## config.mk

```make
export PLATFORM = sky130hd
export DESIGN_NAME = com_position_predictor
export DESIGN_NICKNAME = d
export VERILOG_FILES = /design/src/rtl/motion_pkg.sv /design/src/rtl/lead_multiplier.sv /design/src/rtl/com_position_predictor.sv
export SDC_FILE = /design/constraint.sdc
export NUM_CORES = 1
export LEC_CHECK = 0
export BUFFER_PORTS_ARGS = -buffer_cell sky130_fd_sc_hd__buf_2
export CORE_UTILIZATION = 54
export DETAILED_ROUTE_END_ITERATION = 7
export PLACE_DENSITY = 0.77
export SLEW_MARGIN = 40
export SYNTH_ARGS = -nofsm -noshare
export SYNTH_HDL_FRONTEND = slang
export SYNTH_SLANG_ARGS = --single-unit
```

## constraint.sdc

```tcl
create_clock -name clk_in -period 2.23 [get_ports clk_in]
set_input_delay 0.3345 -clock clk_in [delete_from_list [all_inputs] [get_ports clk_in]]
set_output_delay 0.3345 -clock clk_in [all_outputs]
set_load 0.05 [all_outputs]
```

## src/rtl/motion_pkg.sv

```systemverilog
// rtl/motion_pkg.sv - shared widths, limits and FSM state encoding for centroid prediction
package motion_pkg;

  localparam logic [10:0] H_MAX_DEF = 11'd1279;
  localparam logic [9:0]  V_MAX_DEF = 10'd719;

  localparam int X_W   = 11;
  localparam int Y_W   = 10;
  localparam int VX_W  = 12;
  localparam int VY_W  = 11;
  localparam int LEAD_W = 4;
  localparam int DX_W  = 16;
  localparam int DY_W  = 15;
  localparam int SUM_W = 17;

  typedef enum logic [1:0] {
    ST_IDLE = 2'd0,
    ST_MUL  = 2'd1,
    ST_SUM  = 2'd2,
    ST_DONE = 2'd3
  } state_t;

endpackage

```

## src/rtl/lead_multiplier.sv

```systemverilog
// rtl/lead_multiplier.sv - signed velocity times unsigned 4-bit lead, one lead bit per cycle, LSB first
module lead_multiplier #(
  parameter int VW = 12,
  parameter int PW = 16
) (
  input  logic                 clk,
  input  logic                 rst,
  input  logic                 load,
  input  logic                 step,
  input  logic signed [VW-1:0] v,
  input  logic [3:0]           lead,
  output logic signed [PW-1:0] product
);

  logic signed [PW-1:0] mcand;
  logic [3:0]           mplier;

  // The multiplicand may overflow PW bits on late shifts, but the true
  // product always fits, so the wrapped accumulation is exact.
  always_ff @(posedge clk) begin
    if (rst) begin
      product <= '0;
      mcand   <= '0;
      mplier  <= '0;
    end else if (load) begin
      product <= '0;
      mcand   <= {{(PW-VW){v[VW-1]}}, v};
      mplier  <= lead;
    end else if (step) begin
      if (mplier[0]) begin
        product <= product + mcand;
      end
      mcand  <= mcand <<< 1;
      mplier <= {1'b0, mplier[3:1]};
    end
  end

endmodule

```

## src/rtl/com_position_predictor.sv

```systemverilog
// rtl/com_position_predictor.sv - predicts a clamped centroid position lead frames ahead from position and velocity
module com_position_predictor
  import motion_pkg::*;
#(
  parameter logic [10:0] H_MAX          = H_MAX_DEF,
  parameter logic [9:0]  V_MAX          = V_MAX_DEF,
  parameter logic [15:0] TIMEOUT_CYCLES = 16'd50000
) (
  input  logic                   clk_in,
  input  logic                   rst_in,
  input  logic [X_W-1:0]         x_com_in,
  input  logic [Y_W-1:0]         y_com_in,
  input  logic signed [VX_W-1:0] vx_in,
  input  logic signed [VY_W-1:0] vy_in,
  input  logic [LEAD_W-1:0]      lead_in,
  input  logic                   valid_in,
  output logic [X_W-1:0]         x_pred_out,
  output logic [Y_W-1:0]         y_pred_out,
  output logic [1:0]             clamp_out,
  output logic                   valid_out,
  output logic                   busy_out,
  output logic                   stale_out
);

  localparam logic signed [SUM_W-1:0] H_LIM = {6'b0, H_MAX};
  localparam logic signed [SUM_W-1:0] V_LIM = {7'b0, V_MAX};

  state_t                   state;
  logic [1:0]               mul_cnt;
  logic [X_W-1:0]           x_q;
  logic [Y_W-1:0]           y_q;
  logic signed [SUM_W-1:0]  px;
  logic signed [SUM_W-1:0]  py;
  logic signed [DX_W-1:0]   dx;
  logic signed [DY_W-1:0]   dy;
  logic [15:0]              idle_cnt;
  logic                     accept;
  logic                     mul_step;

  assign accept    = (state == ST_IDLE) && valid_in;
  assign mul_step  = (state == ST_MUL);
  assign stale_out = (idle_cnt == TIMEOUT_CYCLES);

  lead_multiplier #(.VW(VX_W), .PW(DX_W)) u_mul_x (
    .clk     (clk_in),
    .rst     (rst_in),
    .load    (accept),
    .step    (mul_step),
    .v       (vx_in),
    .lead    (lead_in),
    .product (dx)
  );

  lead_multiplier #(.VW(VY_W), .PW(DY_W)) u_mul_y (
    .clk     (clk_in),
    .rst     (rst_in),
    .load    (accept),
    .step    (mul_step),
    .v       (vy_in),
    .lead    (lead_in),
    .product (dy)
  );

  always_ff @(posedge clk_in) begin
    if (rst_in) begin
      state      <= ST_IDLE;
      mul_cnt    <= '0;
      x_q        <= '0;
      y_q        <= '0;
      px         <= '0;
      py         <= '0;
      idle_cnt   <= '0;
      x_pred_out <= '0;
      y_pred_out <= '0;
      clamp_out  <= '0;
      valid_out  <= 1'b0;
      busy_out   <= 1'b0;
    end else begin
      valid_out <= 1'b0;

      // Acceptance takes priority over saturation of the idle counter.
      if (accept) begin
        idle_cnt <= '0;
      end else if (idle_cnt < TIMEOUT_CYCLES) begin
        idle_cnt <= idle_cnt + 16'd1;
      end

      case (state)
        ST_IDLE: begin
          if (valid_in) begin
            x_q      <= x_com_in;
            y_q      <= y_com_in;
            mul_cnt  <= '0;
            busy_out <= 1'b1;
            state    <= ST_MUL;
          end
        end
        ST_MUL: begin
          mul_cnt <= mul_cnt + 2'd1;
          if (mul_cnt == 2'd3) begin
            state <= ST_SUM;
          end
        end
        ST_SUM: begin
          px    <= $signed({6'b0, x_q}) + $signed({dx[DX_W-1], dx});
          py    <= $signed({7'b0, y_q}) + $signed({{2{dy[DY_W-1]}}, dy});
          state <= ST_DONE;
        end
        ST_DONE: begin
          if (px[SUM_W-1]) begin
            x_pred_out   <= '0;
            clamp_out[1] <= 1'b1;
          end else if (px > H_LIM) begin
            x_pred_out   <= H_MAX;
            clamp_out[1] <= 1'b1;
          end else begin
            x_pred_out   <= px[X_W-1:0];
            clamp_out[1] <= 1'b0;
          end
          if (py[SUM_W-1]) begin
            y_pred_out   <= '0;
            clamp_out[0] <= 1'b1;
          end else if (py > V_LIM) begin
            y_pred_out   <= V_MAX;
            clamp_out[0] <= 1'b1;
          end else begin
            y_pred_out   <= py[Y_W-1:0];
            clamp_out[0] <= 1'b0;
          end
          valid_out <= 1'b1;
          busy_out  <= 1'b0;
          state     <= ST_IDLE;
        end
        default: begin
          busy_out <= 1'b0;
          state    <= ST_IDLE;
        end
      endcase
    end
  end

endmodule
```

======== Yosys cells after proc, flatten, opt, wreduce, memory -nomap -nowiden ========
Index checks and enable logic that the tools add are counted.
storage, ports and cells
  register bits ........................... 170
  input port bits ......................... 51
  output and inout port bits .............. 26
  logic and storage cells ................. 70
operators by class
  add/sub/neg operators ................... 6
  magnitude comparators ................... 3
  eq/ne operators ......................... 7
  mux-type cells .......................... 24
  reduce and logical (&&, ||, !) cells .... 12
operators with widths
  cell                                                              count
  2-to-1 mux 16 bit                                                 2
  2-to-1 mux 15 bit                                                 2
  2-to-1 mux 11 bit                                                 2
  2-to-1 mux 10 bit                                                 2
  adder 12 x 16 -> 17 bit                                           1
  greater-than comparator 17 x 11 -> 1 bit (second input constant)  1
  greater-than comparator 17 x 12 -> 1 bit (second input constant)  1
  adder 11 x 15 -> 16 bit                                           1
  adder 16 x 1 -> 16 bit (second input constant)                    1
  adder 16 bit                                                      1
  == test 16 bit (second input constant)                            1
  less-than comparator 16 bit (second input constant)               1
  2-to-1 mux 4 bit                                                  4
  adder 15 bit                                                      1
  AND reduction 2 bit                                               6
  case mux 2 bit (4 select lines)                                   1
  == test 2 bit (second input constant)                             3
  2-to-1 mux 1 bit                                                  6
  2-to-1 mux 2 bit                                                  3
  nonzero test 2 bit                                                3
  case mux 2 bit (2 select lines)                                   1
  adder 2 x 1 -> 2 bit (second input constant)                      1
  == test 2 x 1 -> 1 bit (second input constant)                    1
  logical NOT 2 bit                                                 1
  other kinds (5)                                                   5

======== Depth between registers and ports, before layout ========
Gate-level depths: netlist (run 1).
  depth after elaboration ................. 3
  depth in mapped cells ................... 10
  mapped depth without buffers ............ 10

======== Cells and area by module ========
Synthesis (run 1) repeated with hierarchy kept, for this count alone.
unflattened totals
  cells, all modules ...................... 1085
  area, all modules ....................... 9147.5 um^2
modules (own cells, without submodules)
  module                     instances  cells an instance  area each (um^2)  seq. area each (um^2)
  com_position_predictor     1          592                5022.3            1981.9
  lead_multiplier (u_mul_x)  1          256                2092.0            720.7
  lead_multiplier (u_mul_y)  1          237                2033.2            680.7

======== Least setup slack after synthesis (run 1) ========
Ideal clock, no wire load.
  path type ............................... flip-flop to output port
  start point ............................. reg idle_cnt[10]
  end point ............................... out stale_out
  data arrival time ....................... 2.932 ns
  required time ........................... 1.896 ns
  path slack .............................. -1.036 ns
  stages on the path, launching flop included .. 4
  path buffers ............................ 0
  cells stage by stage .................... dfxtp_1 -> or4_4 -> or4b_2 -> nor4_1
between the ends
  longest elaborated chain between the ends .. 1
RTL lines
  item                      line                          text
  start: declaration        com_position_predictor.sv:36  logic [15:0] idle_cnt;
  start signal: assignment  com_position_predictor.sv:85  idle_cnt <= idle_cnt + 16'd1;
  == test 16 bit            com_position_predictor.sv:42  assign stale_out = (idle_cnt == TIMEOUT_CYCLES);
  end: declaration          com_position_predictor.sv:22  output logic stale_out
No other way between the ends.

======== Final worst setup path (run 1) ========
Ends and elaborated chain as after synthesis.

==> results.yml, run 1 <==
synthesis:
  synth-xor-area-share_pct: 5.65
  ys_warn_count: 0
  post_synth_inst_count: 1025
  summed_instance_area_of_the_synthesized_netlist_um2: 8680
  synth_edf_count: 0
  count_of_unique_library_cells_instantiated_by_yosys: 56
  synth_async_sr_flop_share_pct: 0
  yosys.area_share.simple_pct: 18.1
  syn-num-nets: 1137
  yosys.area.top_type: "dfxtp_1"
  synth_top_cells_by_area: "dfxtp_1 38%, ha_1 8.2%, mux2i_1 6.9%, nor2_1 6.3%, a21oi_1 5.3%"
  synth_area_per_cell_um2: 8.47
  synth_compound_gate_area_share_pct: 18.9
  yosys.area.top_type_share_pct: 38.1
  synth.ff_latch_count: 165
  synth_top_family_by_area: "compound AO/OA/AOI/OAI gates"
  synth_sequential_area_ratio_pct: 38.1
  synth.area.mux_share_pct: 6.92
  yosys_most_used_dff: "dfxtp_1"
  post_synth_fa_ha_maj_area_fraction_pct: 9.14
timing:
  clock_skew_ns: 0.00696
  slew-limit-headroom_pct: 63.6
  rsz_0062_raised_after_global_routing: "true"
  finalCriticalPeriod_ns: 2.48
  worst-slew-pin-transition_ns: 0.543
  hold_viol: 0
  setup_tns_ns: -0.499
  setup_slack_ns: -0.251
  finalSetupViolations: 5
  maxSlewViolCount: 0
  finalCritPeriodShare_pct: 111
  finalHoldWorstSlack_ns: 0.134
  max_freq_mhz: 403
placement:
  numPlacedInstances: 1319
  dpl-instance-area_um2: 9700
  place.detailed.hpwl_mm: 13.9
  portbufs: 76
  gp_routability_congestion: 0.907
route:
  vias: 7529
  route.antenna.remaining_nets: 0
  drt_first_iter_violations: 509
  vias_per_cell: 5.53
  remaining_drc_errors: 0
  drtPass1Iterations: 6
  totalWireLength_mm: 20.3
  wl_per_cell_um: 14.9
worst_setup_path:
  cp_cell_sequence: "or4_4, or4b_4, nor4_4, buf_6"
  setup.worst_path.end_class: "primary output"
  cell_with_the_largest_stage_delay_on_the_worst_path: "or4_4"
  reg2reg_slack_ns: -0.15
  critical_path_data_required_time_ns: 1.90
  worstPathArrival_ns: 2.15
  critical_path.max_stage_delay_ns: 0.54
  critPathKind: "reg2out"
  ff2ff_path_depth: 9
  reg2reg_to: "u_mul_x.product[14]"
  r2r_start: "u_mul_x.product[0]"
  cp-start-kind: "flip-flop"
  path_max_fanout: 3
die:
  fp.dieArea_um2: 16600
  row_count: 45
  io_pins: 77
  core_area_um2: 15400
  start_util_pct: 56.3
  floorplan.die.width_um: 129
  floorplan.die.height_um: 129
hold_path:
  worstHoldPathType: "in2reg"
  worst_hold_startpoint: "vy_in[0]"
  hold_path_sink: "u_mul_y.mcand[0]"
  worstHoldPathCells: 3
layout:
  area_delta_synth_final_pct: 24.0
  antennaDiodeCount: 0
  final_nets: 1250
  fin_cells: 1361
  layout.cell_area.non_filler_um2: 10800
  post_route_cells_drive_above_1_share_pct: 21.7
  post-route-util_pct: 69.8
outcome:
  violations: "setup timing"
  run_status: "complete, but fails checks"
clocking:
  cts.sink_count: 165
  clockRootBuffer: "clkbuf_16"
  path_clk_slew_ns: 0.07
  cts_max_path_buffers: 2
  tritoncts_clock_tree: "done"
  numCtsBuffers: 17
  worst_skew_pair.late_latency_ns: 0.43
  maximum_level_of_the_cts_h_tree: 4
global_route:
  grt_util_all_layers_pct: 24.9
  grt_start_max_net_pins: 66
  antenna_violations_before_repair: 0
  global_route.overflow_total: 0
  number_of_global_route_vias_before_repair: 6820
  first_pass_grt_wire_length_mm: 32.9
run:
  max-cap-violations: 0
pwr:
  power-per-cell-area_nw_per_um2: 994
  leakage_nw: 4.39
  peakVddDrop_mv: 0.639
## where the power goes
part           internal, mW  total (mW)  switching (mW)
combinational          1.48        3.68            2.20
sequential             3.42        3.81           0.389
clock                  2.04        3.21            1.17
total                  6.94        10.7            3.76
## repair_timing
item                       CTS  global route
setup endpoints to repair   15            24
pin swaps                   42            49
hold buffers                 0             0
setup buffers                7             5
cloned                       0             0
resized for setup           36            40
## cell usage in the layout, fill, tap and decap left out, types with 3 or more instances in the layout
cell type,count
nand2_1,115
clkbuf_1,3
o21ai_0,22
a21oi_2,7
buf_2,74
nand3_1,25
a31oi_1,7
buf_6,3
ha_4,13
nor2b_1,4
buf_12,3
inv_1,20
o211a_1,3
nand3b_1,4
mux2i_1,60
o21a_1,15
clkbuf_16,17
o21bai_1,9
xor2_1,26
fa_2,4
nor2_1,144
and2_1,3
nor3_1,15
dfxtp_2,14
a21oi_1,85
bufinv_16,5
nand4_1,7
nand2b_1,13
o21ai_2,3
a21o_1,17
dfxtp_1,148
ha_1,42
o22ai_1,7
or4_1,3
o211ai_1,6
a211oi_1,44
xnor2_1,30
buf_4,67
dfxtp_4,3
## critical path, delay by kind of cell, from the launching register on
kind	cells	cell delay, ns
DFF	1	0.32
and+or+nand+nor	3	1.21
buffers and inverters	1	0.19
## registers in the layout, summed over array words and instances, names as in the netlist
| register | flops |
|---|---|
| u_mul_y.mplier | 4 |
| y_pred_out | 10 |
| u_mul_y.mcand | 15 |
| state | 2 |
| mul_cnt | 2 |
| py | 16 |
| clamp_out | 2 |
| valid_out | 1 |
| y_q | 10 |
| u_mul_y.product | 15 |
| u_mul_x.mcand | 16 |
| x_pred_out | 11 |
| busy_out | 1 |
| u_mul_x.product | 16 |
| px | 17 |
| idle_cnt | 16 |
| x_q | 11 |
## logic make-up (layout without fill, tap and decap cells)
kind of cell	Yosys count	count (layout)
muxes	60	60
xor gates and xnor gates	56	56
DFF	165	165
buffers and inverters	74	199
adders and majority gates	61	61
AOI/OAI and AO/OA	254	254
and+or+nand+nor	355	355
## how the worst max path moves through the flow
stage | startpoint | end | slack, ns | cells past startpoint
floorplan | idle_cnt[10] | stale_out | -0.09 | 3
CTS | idle_cnt[10] | stale_out | -0.26 | 4
finish | idle_cnt[10] | stale_out | -0.25 | 4
global placement | u_mul_x.product[0] | u_mul_x.product[14] | -0.1 | 9
detailed placement | u_mul_x.product[0] | u_mul_x.product[14] | -0.14 | 9
global route | idle_cnt[10] | stale_out | -0.32 | 4
## per-layer routing
| metal | vias to the layer above | track usage (%) | routed length [um] |
|---|---|---|---|
| li1 | 3857 | - | - |
| met1 | 3444 | 34.4 | 9840 |
| met2 | 207 | 39.0 | 9110 |
| met3 | 21 | 5.41 | 1100 |
| met4 | 0 | 6.78 | 218 |
| met5 | - | 0 | 0 |
## final cells by class
type / count / area (um^2)
clock buffer: 22 / 464
clock inverter: 9 / 175
fill: 1208 / 4670
inverter: 21 / 78.8
multi-input combinational: 786 / 5480
sequential: 165 / 3330
tap: 211 / 264
timing repair buffer: 147 / 967
## Yosys cell counts (all sizes together) (3+ instances only)
| master | count |
|---|---|
| a21oi | 92 |
| nor2 | 145 |
| o22ai | 7 |
| a21o | 17 |
| o2111ai | 3 |
| xnor2 | 30 |
| ha | 57 |
| o31ai | 3 |
| a31oi | 7 |
| o21ai | 28 |
| buf | 13 |
| o311ai | 3 |
| a2111oi | 3 |
| xor2 | 26 |
| nand3 | 26 |
| nand2b | 13 |
| and2 | 3 |
| o211ai | 6 |
| or4 | 4 |
| o21a | 15 |
| and3 | 3 |
| a221oi | 3 |
| nor4 | 4 |
| nand2 | 116 |
| inv | 21 |
| o21bai | 9 |
| fa | 4 |
| mux2i | 60 |
| dfxtp | 165 |
| nand3b | 4 |
| nor3 | 17 |
| nand4 | 7 |
| a211oi | 47 |
| clkbuf | 40 |
| o211a | 3 |
| nor2b | 5 |
## metrics by stage
stage | power [mW] | setup slack [ns]
6_report | 10.7 | -0.251
5_1_grt | 11.4 | -0.316
4_1_cts | 10.6 | -0.261
3_5_place_dp | 7.37 | -0.136
3_3_place_gp | 7.28 | -0.0971
2_1_floorplan | 6.41 | -0.0859
(Power assumes the default switching activity.)
==> run 2, diff against run 1 <==
--- a/config.mk
+++ b/config.mk
@@ -9,5 +9,7 @@
 export CORE_UTILIZATION = 54
 export DETAILED_ROUTE_END_ITERATION = 7
+export GPL_TIMING_DRIVEN = 0
 export PLACE_DENSITY = 0.77
+export SKIP_CTS_REPAIR_TIMING = 1
 export SLEW_MARGIN = 40
 export SYNTH_ARGS = -nofsm -noshare
==> constraint.sdc (replaced) <==
create_clock -name clk_in -period 2.23 [get_ports clk_in]
set_input_delay 0 -clock clk_in [delete_from_list [all_inputs] [get_ports clk_in]]
set_output_delay 0 -clock clk_in [all_outputs]
set_load 0.05 [all_outputs]
==> run 2 against run 1 <==
The run ends with hold timing, setup timing left; register-to-register slack lost 0.15 ns; sequential power is essentially flat; core utilization grew 1.6 points; flip-flop and latch count is the same; via count grew 5.1%; power grew 2.6%; non-clock buffer count grew 42; design area grew 2.3%; die area is the same.
==> results.yml, run 2 (synthesized netlist as in run 1, its figures left out) <==
clocking:
  numCtsBuffers: 17
  cts_max_path_buffers: 2
  worst_skew_pair.late_latency_ns: 0.44
  clockRootBuffer: "clkbuf_16"
  maximum_level_of_the_cts_h_tree: 4
  path_clk_slew_ns: 0.07
  cts.sink_count: 165
  tritoncts_clock_tree: "done"
route:
  route.antenna.remaining_nets: 0
  wl_per_cell_um: 16.7
  totalWireLength_mm: 23.4
  remaining_drc_errors: 0
  vias: 7912
  vias_per_cell: 5.64
  drtPass1Iterations: 5
  drt_first_iter_violations: 770
layout:
  layout.cell_area.non_filler_um2: 11000
  final_common_cell: "dfxtp_1"
  antennaDiodeCount: 0
  area_delta_synth_final_pct: 26.8
  post_route_cells_drive_above_1_share_pct: 16.9
  largest_register_ff_count: 17
  final_nets: 1292
  most-common-layout-cells: "148 x dfxtp_1, 143 x nor2_1, 116 x nand2_1"
  regMostFlops: "px"
worst_setup_path:
  timing.critical_path.depth: 9
  cp-start-kind: "flip-flop"
  setup.worst_path.end_class: "flip-flop"
  critical_path_data_required_time_ns: 2.53
  critPathKind: "reg2reg"
  cell_with_the_largest_stage_delay_on_the_worst_path: "a2111oi_4"
  ff2ff_path_depth: 9
  sum_of_buffers_and_inverters_on_the_critical_path: 0
  critical_path.max_stage_delay_ns: 0.45
  worstPathArrival_ns: 2.83
  path_max_fanout: 3
  cp_cell_sequence: "ha_4, fa_2, a21oi_4, o21ai_4, a2111oi_4, nor4b_2, o21a_1, o311ai_1, o41ai_1"
  worst_path_dominant_cell_family: "compound AO/OA/AOI/OAI gates"
global_route:
  global_route.overflow_total: 0
  grt_start_max_net_pins: 17
  first_pass_grt_wire_length_mm: 35.1
  number_of_global_route_vias_before_repair: 7034
  grt_util_all_layers_pct: 27.3
  antenna_violations_before_repair: 0
placement:
  dpl-instance-area_um2: 9410
  gp_routability_congestion: 0.861
  portbufs: 76
  place.detailed.hpwl_mm: 16.0
timing:
  hold_viol: 5
  maxSlewViolCount: 0
  max_freq_mhz: 396
  clock_skew_ns: 0.00619
  rsz_0062_raised_after_global_routing: "true"
  finalCriticalPeriod_ns: 2.53
  finalSetupViolations: 16
  setup_tns_ns: -1.64
  finalCritPeriodShare_pct: 113
  slew-limit-headroom_pct: 47.2
  finalHoldWorstSlack_ns: -0.0493
  worst-slew-pin-transition_ns: 0.792
  setup_slack_ns: -0.298
outcome:
  violations: "hold timing, setup timing"
  run_status: "complete, but fails checks"
die:
  row_count: 45
  io_pins: 77
  start_util_pct: 56.3
  core_area_um2: 15400
  floorplan.die.height_um: 129
  floorplan.die.width_um: 129
  fp.dieArea_um2: 16600
pwr:
  leakage_nw: 4.41
  peakVddDrop_mv: 0.655
  power-per-cell-area_nw_per_um2: 997
hold_path:
  worstHoldPathType: "in2reg"
  worstHoldPathCells: 3
run:
  max-cap-violations: 0
-- run 2: layout make-up --
class,instances,area (um^2)
buffer,51,210
clock buffer,21,470
clock inverter,11,220
fill,1197,4420
inverter,21,78.8
multi-input combinational,786,5450
sequential,165,3340
tap,211,264
timing repair buffer,138,973
-- run 2: stage by stage --
step / utilization (%) / total power [mW] / hold slack, ns / setup slack, ns / cells
2_1_floorplan: - / 6.41 / 0.136 / 0.00947 / 1025
3_3_place_gp: 61.0 / 7.22 / 0.242 / -0.290 / 1312
3_5_place_dp: 61.0 / 7.30 / 0.246 / -0.359 / 1312
4_1_cts: 65.5 / 10.7 / -0.206 / -0.425 / 1344
5_1_grt: 71.3 / 11.6 / 0.0131 / -0.365 / 1404
6_report: 71.3 / 11.0 / -0.0493 / -0.298 / 1404
-- run 2: worst register-to-register path: cells and delay by family, from the launching register on --
kind,cells,cell delay (ns)
AND/OR/NAND/NOR,1,0.11
AO/OA/AOI/OAI,6,1.35
adder cells (fa/ha/maj),2,0.58
flip-flops,1,0.36
-- run 2: power by group --
group / switching, mW / total [mW] / internal (mW)
registers: 0.391 / 3.81 / 3.42
logic: 2.32 / 3.73 / 1.41
clock network: 1.24 / 3.43 / 2.20
total: 3.95 / 11.0 / 7.03
-- run 2: metal layers --
layer / share of wire, % / track usage, %
met4: 3.2 / 10.7
met3: 4.3 / 4.70
met1: 46 / 36.0
met5: 0 / 0
met2: 46 / 44.5
-- run 2: path summary, 6_finish.rpt --
path                                             to  slack [ns]        startpoint
worst max-delay path            u_mul_y.product[14]       -0.30  u_mul_y.mcand[0]
worst min-delay path              u_mul_x.mcand[14]       -0.05         vx_in[11]
worst max register to register  u_mul_y.product[14]       -0.30  u_mul_y.mcand[0]
worst min register to register               y_q[9]        0.46            y_q[9]
